--- src/rtl/uc_pkg.sv ---
// Shared definitions for the UT control unit: opcodes, ALU selects, FSM states.
// Latency: n/a (types and constants only).
// Backpressure: n/a.
package uc_pkg;

  localparam int ADDR_W = 6;
  localparam int DATA_W = 8;

  localparam logic [1:0] OP_NOR = 2'b00;
  localparam logic [1:0] OP_ADD = 2'b01;
  localparam logic [1:0] OP_STA = 2'b10;
  localparam logic [1:0] OP_JCC = 2'b11;

  // Same encoding the UT datapath decodes on its sel_UAL input.
  localparam logic [2:0] UAL_NOR = 3'b000;
  localparam logic [2:0] UAL_ADD = 3'b001;

  typedef enum logic [3:0] {
    IDLE,
    FETCH,
    DECODE,
    OPREAD,
    OPLOAD,
    EXEC,
    STORE,
    JUMP,
    HALT
  } state_t;

endpackage

--- src/rtl/uc_sequencer_if.sv ---
// Sequencer-side bundle: memory port, UT strobes, control inputs and debug.
// Latency: n/a (wiring only).
// Backpressure: none; memory must hold read data while ce is low.
interface uc_sequencer_if;
  import uc_pkg::*;

  logic                ce;
  logic                start;
  logic                carry;
  logic [DATA_W-1:0]   mem_rdata;
  logic [ADDR_W-1:0]   mem_addr;
  logic                mem_en;
  logic                mem_we;
  logic [2:0]          sel_UAL;
  logic                load_R1;
  logic                load_accu;
  logic                load_carry;
  logic                init_carry;
  logic [ADDR_W-1:0]   pc;
  logic                halted;

  // Sequencer side
  modport master (
    input  ce, start, carry, mem_rdata,
    output mem_addr, mem_en, mem_we, sel_UAL,
    output load_R1, load_accu, load_carry, init_carry, pc, halted
  );

  // Environment side (memory, UT, wrapper)
  modport slave (
    output ce, start, carry, mem_rdata,
    input  mem_addr, mem_en, mem_we, sel_UAL,
    input  load_R1, load_accu, load_carry, init_carry, pc, halted
  );

endinterface

--- src/rtl/uc_sequencer.sv ---
// Multi-cycle fetch/decode/execute control unit driving the UT accumulator datapath.
// Latency: NOR/ADD 5 cycles, STA 3, JCC 3; next FETCH follows immediately.
// Backpressure: ce=0 freezes all state and forces every strobe to 0.
module uc_sequencer
  import uc_pkg::*;
(
  input  logic     clk,
  input  logic     rst,
  uc_sequencer_if.master bus
);

  state_t              state_q, state_d;
  logic [ADDR_W-1:0]   pc_q, pc_d;
  logic [DATA_W-1:0]   ir_q, ir_d;

  logic [1:0]          ir_op;
  logic [ADDR_W-1:0]   ir_a;
  logic [ADDR_W-1:0]   pc_prev;
  logic                act;

  assign ir_op   = ir_q[7:6];
  assign ir_a    = ir_q[5:0];
  // PC already points past the JCC, so its own address is PC-1 (mod 64).
  assign pc_prev = pc_q - 6'd1;
  // Strobes are suppressed in a reset cycle so a pending STORE never reaches memory.
  assign act     = bus.ce && !rst;
  assign bus.pc  = pc_q;

  // State, PC and IR registers; reset wins over ce, ce=0 holds everything.
  always_ff @(posedge clk) begin
    if (rst) begin
      state_q <= IDLE;
      pc_q    <= '0;
      ir_q    <= '0;
    end else if (bus.ce) begin
      state_q <= state_d;
      pc_q    <= pc_d;
      ir_q    <= ir_d;
    end
  end

  // Next-state, PC and IR update logic.
  always_comb begin
    state_d = state_q;
    pc_d    = pc_q;
    ir_d    = ir_q;
    case (state_q)
      IDLE:   if (bus.start) state_d = FETCH;
      FETCH:  state_d = DECODE;
      DECODE: begin
        ir_d = bus.mem_rdata;
        pc_d = pc_q + 6'd1;
        case (bus.mem_rdata[7:6])
          OP_NOR, OP_ADD: state_d = OPREAD;
          OP_STA:         state_d = STORE;
          default:        state_d = JUMP;
        endcase
      end
      OPREAD: state_d = OPLOAD;
      OPLOAD: state_d = EXEC;
      EXEC:   state_d = FETCH;
      STORE:  state_d = FETCH;
      JUMP: begin
        // Branch on the carry value seen before UT clears it at this edge.
        if (!bus.carry) begin
          if (ir_a == pc_prev) begin
            state_d = HALT;
          end else begin
            pc_d    = ir_a;
            state_d = FETCH;
          end
        end else begin
          state_d = FETCH;
        end
      end
      HALT:    state_d = HALT;
      default: state_d = IDLE;
    endcase
  end

  // Moore output decode from state and IR, gated by ce and reset.
  always_comb begin
    bus.mem_addr   = '0;
    bus.mem_en     = 1'b0;
    bus.mem_we     = 1'b0;
    bus.sel_UAL    = UAL_NOR;
    bus.load_R1    = 1'b0;
    bus.load_accu  = 1'b0;
    bus.load_carry = 1'b0;
    bus.init_carry = 1'b0;
    bus.halted     = 1'b0;
    if (act) begin
      case (state_q)
        FETCH: begin
          bus.mem_addr = pc_q;
          bus.mem_en   = 1'b1;
        end
        OPREAD: begin
          bus.mem_addr = ir_a;
          bus.mem_en   = 1'b1;
        end
        OPLOAD: bus.load_R1 = 1'b1;
        EXEC: begin
          bus.sel_UAL    = (ir_op == OP_ADD) ? UAL_ADD : UAL_NOR;
          bus.load_accu  = 1'b1;
          bus.load_carry = (ir_op == OP_ADD);
        end
        STORE: begin
          bus.mem_addr = ir_a;
          bus.mem_en   = 1'b1;
          bus.mem_we   = 1'b1;
        end
        JUMP:    bus.init_carry = 1'b1;
        HALT:    bus.halted     = 1'b1;
        default: ;
      endcase
    end
  end

endmodule

--- src/flat_wrapper.sv ---
// flat-port wrapper written by rule: the top's interface ports become plain ports
module uc_sequencer_flat import uc_pkg::*;
  (clk, rst, bus_ce, bus_start, bus_carry, bus_mem_rdata, bus_mem_addr, bus_mem_en, bus_mem_we, bus_sel_UAL, bus_load_R1, bus_load_accu, bus_load_carry, bus_init_carry, bus_pc, bus_halted);
  uc_sequencer_if bus_i ();
  input  logic clk;
  input  logic rst;
  input wire logic [$bits(bus_i.ce)-1:0] bus_ce;
  input wire logic [$bits(bus_i.start)-1:0] bus_start;
  input wire logic [$bits(bus_i.carry)-1:0] bus_carry;
  input wire logic [$bits(bus_i.mem_rdata)-1:0] bus_mem_rdata;
  output wire logic [$bits(bus_i.mem_addr)-1:0] bus_mem_addr;
  output wire logic [$bits(bus_i.mem_en)-1:0] bus_mem_en;
  output wire logic [$bits(bus_i.mem_we)-1:0] bus_mem_we;
  output wire logic [$bits(bus_i.sel_UAL)-1:0] bus_sel_UAL;
  output wire logic [$bits(bus_i.load_R1)-1:0] bus_load_R1;
  output wire logic [$bits(bus_i.load_accu)-1:0] bus_load_accu;
  output wire logic [$bits(bus_i.load_carry)-1:0] bus_load_carry;
  output wire logic [$bits(bus_i.init_carry)-1:0] bus_init_carry;
  output wire logic [$bits(bus_i.pc)-1:0] bus_pc;
  output wire logic [$bits(bus_i.halted)-1:0] bus_halted;
  assign bus_i.ce = bus_ce;
  assign bus_i.start = bus_start;
  assign bus_i.carry = bus_carry;
  assign bus_i.mem_rdata = bus_mem_rdata;
  assign bus_mem_addr = bus_i.mem_addr;
  assign bus_mem_en = bus_i.mem_en;
  assign bus_mem_we = bus_i.mem_we;
  assign bus_sel_UAL = bus_i.sel_UAL;
  assign bus_load_R1 = bus_i.load_R1;
  assign bus_load_accu = bus_i.load_accu;
  assign bus_load_carry = bus_i.load_carry;
  assign bus_init_carry = bus_i.init_carry;
  assign bus_pc = bus_i.pc;
  assign bus_halted = bus_i.halted;
  uc_sequencer u_core (.clk(clk), .rst(rst), .bus(bus_i));
endmodule
--- config.mk ---
export PLATFORM = sky130hd
export DESIGN_NAME = uc_sequencer_flat
export DESIGN_NICKNAME = d
export VERILOG_FILES = /design/src/rtl/uc_pkg.sv /design/src/rtl/uc_sequencer_if.sv /design/src/rtl/uc_sequencer.sv /design/src/flat_wrapper.sv
export SDC_FILE = /design/constraint.sdc
export NUM_CORES = 1
export LEC_CHECK = 0
export ABC_AREA = 1
export CORE_ASPECT_RATIO = 0.7
export CORE_MARGIN = 3
export CORE_UTILIZATION = 45
export CTS_CLUSTER_SIZE = 10
export DETAILED_ROUTE_END_ITERATION = 10
export PLACE_DENSITY = 0.74
export RECOVER_POWER = 50
export SYNTH_ARGS = -nofsm -noshare
export SYNTH_HDL_FRONTEND = slang
export SYNTH_SLANG_ARGS = --single-unit
--- constraint.sdc ---
create_clock -name clk -period 5 [get_ports clk]
set_input_delay 1.25 -clock clk [delete_from_list [all_inputs] [get_ports clk]]
set_output_delay 1.25 -clock clk [all_outputs]
set_load 0.05 [all_outputs]
**Yosys cells after proc, flatten, opt, wreduce, memory -nomap -nowiden**

Index checks and enable logic that the tools add are counted.
Widths: inputs -> output; s select.

- Add/subtract/negate cells: 2
- Muxes and demuxes: 27
- Reduce and logical (&&, ||, !) cells: 12
- Equal/unequal tests: 15

Operators by type and width:

| cell | count |
|---|---|
| $pmux 4 s8 | 1 |
| $pmux 6 s2 | 2 |
| $mux 6 | 3 |
| $eq 4x3->1 const B | 4 |
| $mux 1 | 15 |
| $mux 4 | 3 |
| $eq 4x2->1 const B | 2 |
| $add 6x1->6 const B | 1 |
| $eq 6x6->1 | 1 |
| $mux 3 | 2 |
| $ne 2x2->1 const B | 3 |
| $pmux 3 s2 | 1 |
| $reduce_or 2->1 | 3 |
| $sub 6x1->6 const B | 1 |
| $eq 2x1->1 const B | 2 |
| $eq 4x1->1 const B | 1 |
| $eq 4x4->1 const B | 1 |
| $logic_not 4->1 | 1 |
| $reduce_and 2->1 | 2 |
| $reduce_and 4->1 | 1 |
| $reduce_or 3->1 | 1 |
| $eq 2x2->1 const B | 1 |
| $logic_not 2->1 | 1 |
| $reduce_bool 2->1 | 1 |
| other kinds (2) | 2 |

- Logic and storage cells: 59
- Bits in registers: 18
- Output and inout port bits: 22

**Longest topological paths before layout**

- Word-level depth: 5
- Gate-level depth with buffers: 15
- Mapped depth without buffers: 15

**Worst setup path after synthesis**

OpenSTA, ideal clock, no wires.

- Kind: in2out
- Start point: input bus_ce
- End point: output bus_sel_UAL[0]
- Stages: 5
- Data arrival time: 3.424 ns
- Path buffers: 1
- Setup slack: 0.326 ns
- Data required time: 3.750 ns
- Path through: inv_1 > nor2_1 > inv_1 > nor4_1 > buf_4

- Longest elaborated chain between the ends: 2

RTL lines:

| element | line | text |
|---|---|---|
| start: declaration | flat_wrapper.sv:7 | `input wire logic [$bits(bus_i.ce)-1:0] bus_ce;` |
| $logic_and 1x1->1 | uc_sequencer.sv:26 | `assign act = bus.ce && !rst;` |
| $mux 3 | uc_sequencer.sv:92 | `if (act) begin` |
| end: declaration | flat_wrapper.sv:14 | `output wire logic [$bits(bus_i.sel_UAL)-1:0] bus_sel_UAL;` |

Every way passes these cells.

**Final worst setup path**

Ends and elaborated chain as after synthesis.

==> out/results.tsv <==
stage	metric	value	unit
yosys	yosys.cell_types.count	29	
setup_path	startpoint_type	input pin	
sta	slew_headroom	66.6	%
route	dr.pass1.iters	4	
yosys	synth_top_area_cell	dfxtp_1	
route	wl_per_cell	11.8	um
floorplanning	dieArea	3700	um^2
route	drtIter0Drc	96	
sta	finalHoldViolCount	0	
grt	track_usage	19.7	%
yosys	ys_ff_latch	18	
cts	cts-resized-gates	0	
cts	clockBufferDepth	2	
setup_path	cp_max_fo	4	
yosys	syn_area_per_cell	5.97	um^2
yosys	synth_area	1350	um^2
status	status	finished, final reports clean	
cts	insertion_delay	260	ps
yosys	yosysWarningCount	0	
power_and_ir_drop	p_per_area	243	nW/um^2
power_and_ir_drop	ir_drop	0.000136	V
cells_and_area	num_antenna_cells	0	
yosys	ys_async_sr_fraction	0	%
power_and_ir_drop	leakagePower	0.000745	uW
setup_path	end_kind	output port	
sta	setup_viol	0	
sta	worstMarginPinSlew	500	ps
floorplanning	dieHeight	51.8	um
cts	cts_setup_buffers	0	
grt	grt_pass1_vias	1298	
route	wl_met3	277	um
route	routed.top_layer	met4	
cts	cts.htree.levels	1	
route	met2WireLength	1240	um
placement	dp.cells	283	
cells_and_area	area_growth	26.2	%
hold_path	hold_class	reg2reg	
cts	root_buffer	clkbuf_8	
sta	rsz0062_at_grt	false	
yosys	yosys_most_used_dff	dfxtp_1	
cells_and_area	final_cell_area	1700	um^2
cells_and_area	final_nets	269	
sta	setup_ws	398	ps
route	ant_nets	0	
placement	preCtsSetupSlack	490	ps
placement	portBuffers	32	
grt	grt_max_degree	17	
yosys	syn_inst	226	
yosys	ys_seq_area_share	26.7	%
sta	setup_tns	0	ps
placement	gp_congestion	0.931	
setup_path	path_class	in2out	
placement	placed_cell_area	1650	um^2
yosys	synth.most_common_cell	nand2_1	
sta	skew	8.45	ps
floorplanning	rows	15	
floorplanning	coreArea	2650	um^2
route	drt-met1-wl	1860	um
grt	antenna_found_initial	0	
cts	cts_tree	built	
sta	period_share	92.0	%
cells_and_area	fillers	277	
cts	cts.reportedPaths.clkPinSlew	60	ps
yosys	synth_commonest_cells	nand2_1 (57), inv_1 (30), nor2_1 (26)	
route	wl	3400	um
route	vias_per_cell	5.00	
cells_and_area	stdcell_count	287	
flow_run	max-cap-violations	0	
sta	max_freq	0.217	GHz
yosys	synth_edf_count	0	
cts	clock_sinks	18	
grt	overflow	0	
grt	grt_pass1_wl	5790	um
cells_and_area	final_util	64.3	%
cts	cts_made_buffers	3	
cells_and_area	final_layout_size_suffix_gt1_share	6.32	%
route	vias	1435	
yosys	ys_top_cells_by_area	dfxtp_1 (27%), nand2_1 (16%), inv_1 (8.3%)	
floorplanning	start_util	51.0	%
cts	cts_hold_buf	0	
setup_path	worstPathRequired	3750	ps
setup_path	worstPathArrival	3350	ps
placement	hpwl	2660	um
floorplanning	ioPinCount	35	
yosys	synth_top_area_share	26.7	%
sta	period_needed	4600	ps
floorplanning	die_x	71.4	um
sta	drv_slew	0	
route	remaining_drc_errors	0	
==> per-layer routing <==
metal | GRT usage [%] | vias to the layer above
li1 | - | 770
met1 | 29.8 | 609
met2 | 27.9 | 54
met3 | 5.02 | 2
met4 | 3.75 | 0
met5 | 0 | -
==> worst max-delay path: stages <==
cell and delay [ps]:
dlygate4sd3_1 620, inv_1 70, nor2_1 110, inv_1 90, nor4_1 330, clkdlybuf4s50_1 870
==> state kept, by name (all words and copies together) (netlist names) <==
| signal | count |
|---|---|
| u_core.ir_q | 8 |
| u_core.bus.pc | 6 |
| u_core.state_q | 4 |
==> final timing paths <==
path	from	endpoint	slack, ps	depth (start not counted)
worst max-delay path	bus_ce	bus_sel_UAL[0]	400	6
worst min-delay path	u_core.ir_q[7]$_SDFFE_PP0P_	u_core.ir_q[7]$_SDFFE_PP0P_	450	2
worst min register to register	u_core.ir_q[7]$_SDFFE_PP0P_	u_core.ir_q[7]$_SDFFE_PP0P_	450	2
worst max register to register	u_core.bus.pc[0]$_SDFFE_PP0P_	u_core.bus.pc[1]$_SDFFE_PP0P_	2950	15
==> power by group <==
| group | leakage [uW] | total [uW] | internal [uW] | switching [uW] |
|---|---|---|---|---|
| logic | 0.000570 | 125 | 43.9 | 80.8 |
| clock network | 0.0000288 | 121 | 70.0 | 50.9 |
| registers | 0.000147 | 167 | 154 | 13.6 |
| total | 0.000745 | 413 | 268 | 145 |
==> per-stage QoR <==
step | hold slack, ps | total power, uW
global route | 479 | 438
CTS | 452 | 415
finish | 445 | 413
detailed placement | 441 | 294
floorplan | 423 | 263
global placement | 438 | 293
==> cell type report <==
class,count,area [um^2],area share [%]
sequential,18,360,21.2
tap,34,42.5,2.50
multi-input combinational,165,791,46.5
inverter,33,125,7.35
clock buffer,4,55.1,3.24
timing repair buffer,33,328,19.3
==> logic make-up (layout without fill, tap and decap cells) <==
family,after synthesis,in the layout,synth area share [%]
adder cells (fa/ha/maj),2,2,1.85
AND/OR/NAND/NOR,111,111,35.2
XOR/XNOR,3,3,1.95
other,1,2,0.278
buffers and inverters,44,70,14.9
AO/OA/AOI/OAI,47,47,19.1
flip-flops,18,18,26.7
==> cells in the final DEF, fill, tap and decap left out <==
cell type        count
nand2_1             57
inv_1               30
clkdlybuf4s50_1     28
nor2_1              26
o21ai_0             19
a21oi_1             19
dfxtp_1             18
nand3_1             15
a22oi_1              5
clkbuf_8             4
dlygate4sd3_1        4
nor2_2               3
nand2_2              3
nand3b_1             3
inv_2                2
xor2_1               2
ha_1                 2
conb_1               2
nor3_1               1
nor4_1               1
o211ai_1             1
a31oi_1              1
clkinv_2             1
a21oi_2              1
nand3_2              1
xnor2_1              1
o21bai_1             1
nand4_1              1
buf_4                1
(Power assumes the default switching activity.)
